==> config.mk <==
export PLATFORM = sky130hd
export DESIGN_NAME = cmd_frame_rx
export DESIGN_NICKNAME = d
export VERILOG_FILES = /design/src/rtl/cmd_frame_rx_pkg.sv /design/src/rtl/cmd_frame_ram.sv /design/src/rtl/cmd_frame_rx.sv
export SDC_FILE = /design/constraint.sdc
export NUM_CORES = 2
export LEC_CHECK = 0
export CORE_MARGIN = 3
export CORE_UTILIZATION = 45
export CTS_BUF_LIST = sky130_fd_sc_hd__clkbuf_2
export CTS_CLUSTER_SIZE = 14
export DETAILED_ROUTE_END_ITERATION = 10
export HOLD_SLACK_MARGIN = 0.06
export PLACE_DENSITY = 0.7
export SETUP_SLACK_MARGIN = 0.4
export SYNTH_ARGS = -nofsm -noshare
export SYNTH_HDL_FRONTEND = slang
export SYNTH_SLANG_ARGS = --single-unit
==> constraint.sdc <==
create_clock -name clk -period 9.2 [get_ports clk]
set_clock_uncertainty 0.1 [all_clocks]
set_input_delay 0.92 -clock clk [delete_from_list [all_inputs] [get_ports clk]]
set_output_delay 0.92 -clock clk [all_outputs]
set_load 0.02 [all_outputs]
==> src/rtl/cmd_frame_rx_pkg.sv <==
`default_nettype none
// ============================================================================
// Module      : cmd_frame_rx_pkg
// Description : Shared constants, state encoding and helpers for the command
//               frame receiver and its frame RAM.
// Revision    : 1.0 - initial release
// ============================================================================
package cmd_frame_rx_pkg;

    // Largest accepted frame in bytes, checksum included
    localparam int CMD_MAX_FRAME  = 256;
    // Smallest accepted frame in bytes
    localparam int CMD_MIN_FRAME  = 5;
    // Minimum idle cycles after each output burst (must be at least 1)
    localparam int CMD_GAP_CYCLES = 2;
    // Width of the frame statistics counters
    localparam int CMD_CNT_W      = 16;

    typedef enum logic [2:0] {
        ST_IDLE  = 3'd0,
        ST_RECV  = 3'd1,
        ST_CHECK = 3'd2,
        ST_SEND  = 3'd3,
        ST_GAP   = 3'd4
    } state_t;

    // Increment that sticks at all-ones instead of wrapping
    function automatic logic [CMD_CNT_W-1:0] sat_inc(input logic [CMD_CNT_W-1:0] value);
        return (value == {CMD_CNT_W{1'b1}}) ? value : value + {{(CMD_CNT_W-1){1'b0}}, 1'b1};
    endfunction

endpackage
`default_nettype wire

==> src/rtl/cmd_frame_ram.sv <==
`default_nettype none
// ============================================================================
// Module      : cmd_frame_ram
// Description : Simple dual-port frame buffer, one write and one read port,
//               registered read data (1-cycle latency), contents not reset.
// Revision    : 1.0 - initial release
// ============================================================================
module cmd_frame_ram
    import cmd_frame_rx_pkg::*;
#(
    parameter int DEPTH  = CMD_MAX_FRAME,
    parameter int ADDR_W = $clog2(CMD_MAX_FRAME),
    parameter int DATA_W = 8
) (
    input  logic              clk,
    input  logic              wr_en,
    input  logic [ADDR_W-1:0] wr_addr,
    input  logic [DATA_W-1:0] wr_data,
    input  logic [ADDR_W-1:0] rd_addr,
    output logic [DATA_W-1:0] rd_data
);

    logic [DATA_W-1:0] r_mem [DEPTH];
    logic [DATA_W-1:0] r_rd_data;

    // Write port
    always_ff @(posedge clk) begin
        if (wr_en) begin
            r_mem[wr_addr] <= wr_data;
        end
    end

    // Read port, data appears the cycle after the address
    always_ff @(posedge clk) begin
        r_rd_data <= r_mem[rd_addr];
    end

    assign rd_data = r_rd_data;

endmodule
`default_nettype wire

==> src/rtl/cmd_frame_rx.sv <==
`default_nettype none
// ============================================================================
// Module      : cmd_frame_rx
// Description : Receives UDP payload bytes, buffers one command frame, checks
//               length and XOR checksum, and forwards accepted frames (minus
//               the checksum byte) to the command parser.
// Revision    : 1.0 - initial release
// ============================================================================
module cmd_frame_rx
    import cmd_frame_rx_pkg::*;
#(
    parameter int MAX_FRAME  = CMD_MAX_FRAME,
    parameter int MIN_FRAME  = CMD_MIN_FRAME,
    parameter int GAP_CYCLES = CMD_GAP_CYCLES
) (
    input  logic                 clk,
    input  logic                 rst,
    input  logic [7:0]           udp_din,
    input  logic                 udp_din_en,
    output logic [7:0]           con_dout,
    output logic                 con_dout_en,
    output logic [CMD_CNT_W-1:0] frame_ok_cnt,
    output logic [CMD_CNT_W-1:0] frame_err_cnt,
    output logic [CMD_CNT_W-1:0] frame_drop_cnt,
    output logic                 busy
);

    localparam int          ADDR_W      = $clog2(MAX_FRAME);
    localparam logic [15:0] c_max_frame = 16'(MAX_FRAME);
    localparam logic [15:0] c_min_frame = 16'(MIN_FRAME);
    localparam logic [15:0] c_gap_last  = 16'(GAP_CYCLES - 1);

    state_t                 r_state;
    logic [15:0]            r_count;
    logic [7:0]             r_xor;
    logic                   r_ovf;
    logic [15:0]            r_len;
    logic [15:0]            r_rd_ptr;
    logic [15:0]            r_sent;
    logic [15:0]            r_gap;
    logic [7:0]             r_dout;
    logic                   r_dout_en;
    logic                   r_busy;
    logic [CMD_CNT_W-1:0]   r_ok_cnt;
    logic [CMD_CNT_W-1:0]   r_err_cnt;
    logic [CMD_CNT_W-1:0]   r_drop_cnt;
    logic                   r_din_en_d;
    logic                   r_ignore;

    logic                   w_start;
    logic                   w_drop;
    logic                   w_accept_first;
    logic                   w_recv_wr;
    logic                   w_wr_en;
    logic [ADDR_W-1:0]      w_wr_addr;
    logic [ADDR_W-1:0]      w_rd_addr;
    logic [7:0]             w_rd_data;
    logic                   w_pass;

    // A datagram begins on the rising edge of the byte-valid run; one that
    // begins while a frame is being checked or sent is dropped as a whole.
    assign w_start        = udp_din_en & ~r_din_en_d;
    assign w_drop         = w_start & ((r_state == ST_CHECK) || (r_state == ST_SEND) || (r_state == ST_GAP));
    assign w_accept_first = (r_state == ST_IDLE) & udp_din_en & ~r_ignore;
    assign w_recv_wr      = (r_state == ST_RECV) & udp_din_en & (r_count < c_max_frame);
    assign w_wr_en        = w_accept_first | w_recv_wr;
    assign w_wr_addr      = w_accept_first ? '0 : r_count[ADDR_W-1:0];
    assign w_rd_addr      = r_rd_ptr[ADDR_W-1:0];

    // The checksum byte is included in the XOR, so a clean frame XORs to zero
    assign w_pass = ~r_ovf && (r_count >= c_min_frame) && (r_len == r_count) && (r_xor == 8'h00);

    cmd_frame_ram #(
        .DEPTH  (MAX_FRAME),
        .ADDR_W (ADDR_W),
        .DATA_W (8)
    ) u_ram (
        .clk     (clk),
        .wr_en   (w_wr_en),
        .wr_addr (w_wr_addr),
        .wr_data (udp_din),
        .rd_addr (w_rd_addr),
        .rd_data (w_rd_data)
    );

    // Track the input run so a dropped datagram stays ignored until it ends
    always_ff @(posedge clk or negedge rst) begin
        if (!rst) begin
            r_din_en_d <= 1'b0;
            r_ignore   <= 1'b0;
        end else begin
            r_din_en_d <= udp_din_en;
            if (!udp_din_en) begin
                r_ignore <= 1'b0;
            end else if (w_drop) begin
                r_ignore <= 1'b1;
            end
        end
    end

    // Frame receive / check / send state machine with registered outputs.
    // The read pointer runs one address ahead of the output so the RAM
    // latency is hidden and the first byte leaves on the CHECK edge.
    always_ff @(posedge clk or negedge rst) begin
        if (!rst) begin
            r_state    <= ST_IDLE;
            r_count    <= '0;
            r_xor      <= '0;
            r_ovf      <= 1'b0;
            r_len      <= '0;
            r_rd_ptr   <= '0;
            r_sent     <= '0;
            r_gap      <= '0;
            r_dout     <= '0;
            r_dout_en  <= 1'b0;
            r_busy     <= 1'b0;
            r_ok_cnt   <= '0;
            r_err_cnt  <= '0;
            r_drop_cnt <= '0;
        end else begin
            if (w_drop) begin
                r_drop_cnt <= sat_inc(r_drop_cnt);
            end
            case (r_state)
                ST_IDLE: begin
                    r_rd_ptr <= '0;
                    if (w_accept_first) begin
                        r_state <= ST_RECV;
                        r_count <= 16'd1;
                        r_xor   <= udp_din;
                        r_ovf   <= 1'b0;
                        r_len   <= '0;
                    end
                end
                ST_RECV: begin
                    if (udp_din_en) begin
                        if (r_count < c_max_frame) begin
                            r_count <= r_count + 16'd1;
                            r_xor   <= r_xor ^ udp_din;
                            if (r_count == 16'd2) begin
                                r_len[15:8] <= udp_din;
                            end
                            if (r_count == 16'd3) begin
                                r_len[7:0] <= udp_din;
                            end
                        end else begin
                            r_ovf <= 1'b1;
                        end
                    end else begin
                        r_state  <= ST_CHECK;
                        r_busy   <= 1'b1;
                        r_rd_ptr <= 16'd1;
                    end
                end
                ST_CHECK: begin
                    if (w_pass) begin
                        r_state   <= ST_SEND;
                        r_ok_cnt  <= sat_inc(r_ok_cnt);
                        r_dout    <= w_rd_data;
                        r_dout_en <= 1'b1;
                        r_sent    <= 16'd1;
                        r_rd_ptr  <= r_rd_ptr + 16'd1;
                    end else begin
                        r_state   <= ST_IDLE;
                        r_busy    <= 1'b0;
                        r_err_cnt <= sat_inc(r_err_cnt);
                    end
                end
                ST_SEND: begin
                    if (r_sent == r_count - 16'd1) begin
                        r_state   <= ST_GAP;
                        r_dout    <= '0;
                        r_dout_en <= 1'b0;
                        r_gap     <= '0;
                    end else begin
                        r_dout    <= w_rd_data;
                        r_dout_en <= 1'b1;
                        r_sent    <= r_sent + 16'd1;
                        r_rd_ptr  <= r_rd_ptr + 16'd1;
                    end
                end
                ST_GAP: begin
                    if (r_gap == c_gap_last) begin
                        r_state <= ST_IDLE;
                        r_busy  <= 1'b0;
                    end else begin
                        r_gap <= r_gap + 16'd1;
                    end
                end
                default: begin
                    r_state   <= ST_IDLE;
                    r_busy    <= 1'b0;
                    r_dout    <= '0;
                    r_dout_en <= 1'b0;
                end
            endcase
        end
    end

    assign con_dout       = r_dout;
    assign con_dout_en    = r_dout_en;
    assign busy           = r_busy;
    assign frame_ok_cnt   = r_ok_cnt;
    assign frame_err_cnt  = r_err_cnt;
    assign frame_drop_cnt = r_drop_cnt;

endmodule
`default_nettype wire

# ---- Word-level counts from Yosys, hierarchy flattened
# Memory sizes are Yosys's and may differ from the RTL's. A register that Yosys moved wholly into a read port is not among the register bits.
# Cells that the tools add are included.
dict set report word_totals {
  elab_cells 146
  latchBits 0
  rom_bits 0
  reg_bits 152
  memories 1
  output_inout_bits 58
  mem_bits_rw 2048
}
# memory words word_bits read_ports rd_ports_with_merged_regs wr line
set memory_table {}
lappend memory_table {u_ram.r_mem 256 8 1 1 1 cmd_frame_ram.sv:23} ;# logic [DATA_W-1:0] r_mem [DEPTH];
dict set report op_classes {
  n_shift 0
  n_lt_le_gt_ge 2
  n_div 0
  n_bitwise 17
  mul 0
  reduce_logical 26
  n_eq_ne 26
  add_sub_neg 8
  muxes 49
}
# operator count
set op_table {}
lappend op_table {{$mux W16} 13}
lappend op_table {{$pmux W16 S2} 4}
lappend op_table {{$add A16 B1 Y16 const B} 7}
lappend op_table {{$mux W8} 8}
lappend op_table {{$pmux W16 S4} 1}
lappend op_table {{$eq A16 B16 Y1 const B} 3}
lappend op_table {{$eq A16 B16 Y1} 2}
lappend op_table {{$eq A16 B2 Y1 const B} 2}
lappend op_table {{$pmux W8 S3} 1}
lappend op_table {{$reduce_and A4 Y1} 5}
lappend op_table {{$eq A16 B1 Y1 const B} 1}
lappend op_table {{$ge A16 B3 Y1 const B} 1}
lappend op_table {{$lt A16 B9 Y1 const B} 1}
lappend op_table {{$ne A2 B2 Y1 const B} 8}
lappend op_table {{$pmux W8 S2} 1}
lappend op_table {{$sub A16 B1 Y16 const B} 1}
lappend op_table {{$pmux W3 S5} 1}
lappend op_table {{$mux W1} 12}
lappend op_table {{$mux W3} 4}
lappend op_table {{$ne A2 B1 Y1 const B} 6}
lappend op_table {{$reduce_and A3 Y1} 4}
lappend op_table {{$reduce_and A5 Y1} 2}
lappend op_table {{$not A1 Y1} 9}
lappend op_table {{$logic_not A8 Y1} 1}
lappend op_table {{18 further kinds} 30}

# ---- Depth between registers and ports, before layout
dict set report depth {
  ltp_word 6
  mapped_depth 13
  mapped_depth_nobuf 10
}

# ---- By module
# From an unflattened synthesis, not the netlist that was laid out.
dict set report unflattened {
  hier_cells 4529
  hier_area_um2 87443.9
}
# module area_per_inst_um2 seq_area_each_um2 instances cells_each
set modules_own_cells {}
lappend modules_own_cells {cmd_frame_ram 79556.3 61659.1 1 3733}
lappend modules_own_cells {cmd_frame_rx 7887.6 3603.5 1 796}

# ---- Worst setup path before layout
# Ideal clock, no wire load.
dict set report synth_path {
  path_kind {in2reg}
  startpoint {in udp_din_en}
  endpoint {mem u_ram.r_mem[223][0] (enable)}
  required_time_ns 8.730
  arrival_time_ns 2.600
  setup_ns 0.370
  path_slack_ns 6.130
  path_stages 8
  n_path_buf 4
  path_cell_list {clkbuf_1 and3_1 clkbuf_1 and3_1 clkbuf_1 nand2_1 clkbuf_1 nor2_1}
}
dict set report synth_between {
  elab_chain_len 5
}
# item line
set synth_rtl {}
lappend synth_rtl {{start: declaration} cmd_frame_rx.sv:19} ;# input logic udp_din_en,
lappend synth_rtl {{$and A1 B1 Y1, on equally long branches (2 in a row)} {cmd_frame_rx.sv:64, cmd_frame_rx.sv:65}}
lappend synth_rtl {{$or A1 B1 Y1} cmd_frame_rx.sv:66} ;# assign w_wr_en = w_accept_first | w_recv_wr;
lappend synth_rtl {{$mux W1} cmd_frame_ram.sv:28} ;# if (wr_en) begin
lappend synth_rtl {{$mux W1 (not written as such)} cmd_frame_ram.sv:29} ;# r_mem[wr_addr] <= wr_data;
lappend synth_rtl {{end: declaration} cmd_frame_ram.sv:23}
# Parallel ways exist; a longest one is shown, timed or not.

# ---- Final worst setup path
dict set report layout_path {
  startpoint {reg r_state[1]}
  endpoint {mem u_ram.r_mem[232][6] (enable)}
}
dict set report layout_between {
  elab_chain_len 6
}
# item line
set layout_rtl {}
lappend layout_rtl {{start: declaration} cmd_frame_rx.sv:33} ;# state_t r_state;
lappend layout_rtl {{start signal: assignment} cmd_frame_rx.sv:106} ;# r_state <= ST_IDLE;
lappend layout_rtl {{start signal: assignment} cmd_frame_rx.sv:128} ;# r_state <= ST_RECV;
lappend layout_rtl {{start signal: assignment} cmd_frame_rx.sv:150} ;# r_state <= ST_CHECK;
lappend layout_rtl {{$eq A3 B1 Y1 or $logic_not A3 Y1 (tied branches)} {cmd_frame_rx.sv:65, cmd_frame_rx.sv:64}}
lappend layout_rtl {{$and A1 B1 Y1, on equally long branches (2 in a row)} {cmd_frame_rx.sv:65, cmd_frame_rx.sv:64}}
lappend layout_rtl {{$or A1 B1 Y1} cmd_frame_rx.sv:66}
lappend layout_rtl {{$mux W1} cmd_frame_ram.sv:28}
lappend layout_rtl {{$mux W1 (not written as such)} cmd_frame_ram.sv:29}
# Parallel ways exist; a longest one is shown, timed or not.

==> results.md <==
- GRT Util Overall: 0.2154
- Post-CTS Setup Bufs: 0
- Vias: around 45k
- Final count of negative-setup-slack endpoints: 0
- R2R cell count: 7
- Pre-CTS WS: ~4.1 ns
- Final Net Count: roughly 4.7k
- Routed Antenna Nets: 0
- Leakage power: 30.05 nW
- CTS resizes: 0
- Later-pin clock latency in the skew report: ~1.8 ns
- Register area: around 65000 um2
- Share of cells above drive strength 1: 0.3077
- Post-layout minimum cycle time: about 5.1 ns
- Reg2Reg Setup Slack: ~4 ns
- CTS buffer count: between 500 and 600
- Clk buf depth: 4
- Synthesized instance count: 4227
- Reg-to-Reg End: u_ram.r_mem[232][6]
- Detailed Routing Iterations Pass 1: 5
- Async SR Flop Fraction: 0.06545
- CTS HTree Levels: 6
- Wire length per cell: between 20 and 30 um
- Total gr overflow: 0
- CTS tree: yes
- Tot Pwr: about 22 mW
- 1st-iter DRT viols: 5627
- Largest family of logic cells by synthesized area: multiplexers
- HP Class: in2reg
- Launch point of the worst reg-to-reg path: r_state[1]
- Root Buffer: clkbuf_2
- PortBufs: just under 70
- Avg Cell Area, Syn: 20.56 um2
- Clk slew on worst S/H paths: 0.13 ns
- Die H: between 400 and 500 um
- Min-delay src: udp_din[5]
- Yosys reg bits: ~2.2k
- Hold Slack: between 0.2 and 0.3 ns
- Multiplexer share of the synthesized area: 0.1683
- Worst path arrival time: between 6 and 7 ns
- Final worst path period share: 0.5580
- Simple-Gate Fraction of Synth Area: 0.03645
- Synth top area cells: edfxtp_1 71%, mux4_2 15%, dfrtp_1 4.1%
- Post-Syn Area: 86890 um2
- Hold EP: u_ram.r_mem[141][5]
- Fmax: between 150 and 200 MHz
- Initial core utilization: 0.4550
- Multi-input logic area: ~20000 um2
- Yosys top cell by area: edfxtp_1
- CP Class: reg2reg
- Core area: about 190000 um2
- Syn Nets: roughly 4.2k
- RSZ-0062 raised after global routing: false
- DIE WIDTH: between 400 and 500 um
- Worst Max-Slew Pin Slew: between 1 and 1.5 ns
- Total Routed Length: approximately 210000 um
- PD cells: 230.8 nW/um2
- Synth unique cells: 66
- Worst Setup End Kind: flip-flop
- Count leader, synth: edfxtp_1
- Startpoint type of the worst setup path: flip-flop
- Worst EP required: around 10 ns
- Synth Area in Adders: 0.001584
- Max-slew violation count: 0
- Largest net degree at the start of global routing: approximately 140
- Final TNS setup: 0 ns
- Slew Limit Headroom: 0.02847
- Syn-to-layout area delta: 9.429%
- Synth top cells by count: 2048 x edfxtp_1, 590 x mux4_2, 348 x nor2_1
- Via density: ~6
- First-pass GRT wire length: 312200 um
- Status: finished, final reports clean
- Post-synth EDFFs: ~2k
- Placer congestion estimate: a little under 0.9
- Num Clock Sinks: about 2.2k
- Hold Violations, Final: 0
- Yosys warning count: 0
- Fill cells: around 15k
- Placed cell area: 90310 um2
- Maximum fanout along the worst path: 18
- # rows: 160
- Hold_buf cts: 13
- Ys flop type: edfxtp_1
- Max Cap Violations: 0
- Area of the die: between 150000 and 200000 um2
- Hold path cells: 2
- Fin area: around 95000 um2
- Post-Synth XOR/XNOR Area: 0.009778
- DRC Markers: 0
- Post-synth top area share: 0.7078
- Ports: just under 70
- Initial antenna violation count: 7
- DP HPWL: 123900 um
- Max rail drop VDD: around 0.00017 V
- Seq/Total Area, Yosys: 0.7511
- Vias in the first global route: between 40k and 50k
- Compound-Gate Fraction of Synth Area: 0.01823
- Final worst setup slack: 4.067 ns
report_power, final:
group	switching (mW)	internal [mW]
clock	3.81	2.46
sequential	0.204	11.1
combinational	2.36	2.05
total	6.37	15.6
layer usage:
layer  vias to the layer above  GRT usage  routed length [um]
met5                         -          0                  11
met4                         2    0.08498                7638
met3                       402    0.06577               22630
met2                      2625     0.3254              100100
met1                     23160     0.2953               83010
li1                      18640          -                   -
cell type report:
| class | count | share of cell area |
|---|---|---|
| inverters | 26 | 0.001026 |
| clock inverters | 120 | 0.006935 |
| flip-flops and latches | 2200 | 0.6866 |
| repair buffers | 151 | 0.01588 |
| clock buffers | 788 | 0.04148 |
| multi-input cells | 1756 | 0.2148 |
| diodes | 9 | 0.0002369 |
| well taps | 2511 | 0.03304 |
how the worst max path moves through the flow:
stage                           from                   to  slack (ns)  depth (start not counted)
final                     r_state[1]  u_ram.r_mem[232][6]        4.07                          7
after global routing      r_state[1]   u_ram.r_mem[56][2]        3.92                          7
after CTS                 r_state[1]  u_ram.r_mem[232][6]        4.18                          7
after detailed placement  udp_din_en  u_ram.r_mem[152][4]        4.15                          6
after global placement    udp_din_en   u_ram.r_mem[84][5]        4.20                          6
after floorplan           udp_din_en  u_ram.r_mem[223][0]        6.13                          8
through the flow:
step | instances | util
final | 7561 | 0.4979
after global placement | 6631 | 0.4729
after global routing | 7555 | 0.4978
after floorplan | 4227 | -
after CTS | 7552 | 0.4977
after detailed placement | 6631 | 0.4729
worst max-delay path, stage by stage, from the launching register on:
cell and delay [ns]:
dfrtp_1 0.59, nor2_1 0.69, and2_0 0.39, nand3_1 0.23, nor3b_1 0.53, nand2_1 1.00
buf_4 0.57, nor2_1 0.62
registers in the layout, indices dropped and copies added, names as in the netlist:
| name | cells |
|---|---|
| u_ram.rd_data | 8 |
| r_count | 16 |
| u_ram.r_mem | 2048 |
| r_din_en_d | 1 |
| frame_ok_cnt | 16 |
| r_xor | 8 |
| r_ignore | 1 |
| r_state | 3 |
| r_ovf | 1 |
| r_rd_ptr | 8 |
| r_sent | 16 |
| r_len | 16 |
| busy | 1 |
| con_dout_en | 1 |
| con_dout | 8 |
| r_gap | 16 |
| frame_err_cnt | 16 |
| frame_drop_cnt | 16 |
layout by cell type, fill, tap and decap left out, types with 25 or more instances in the layout:
cell type        instances
nand3_1                 74
a21oi_1                 56
edfxtp_1              2048
clkbuf_2               788
xor2_1                  36
nand2_1                101
nand4_1                 26
clkinv_1                92
o21ai_0                 51
clkdlybuf4s50_1         59
nor2_1                 346
inv_1                   25
buf_4                   60
mux4_2                 590
xnor2_1                 61
and3_1                  32
dfrtp_1                139
mux2_2                  26
a22oi_1                 26
mux2i_1                104
logic make-up after synthesis:
group / count (synthesis)
compound gates: 235
xor+xnor: 97
fa+ha+maj: 11
buf+inv: 271
flops: 2200
mux: 720
simple gates: 693
Power figures use the tool's default switching activity.
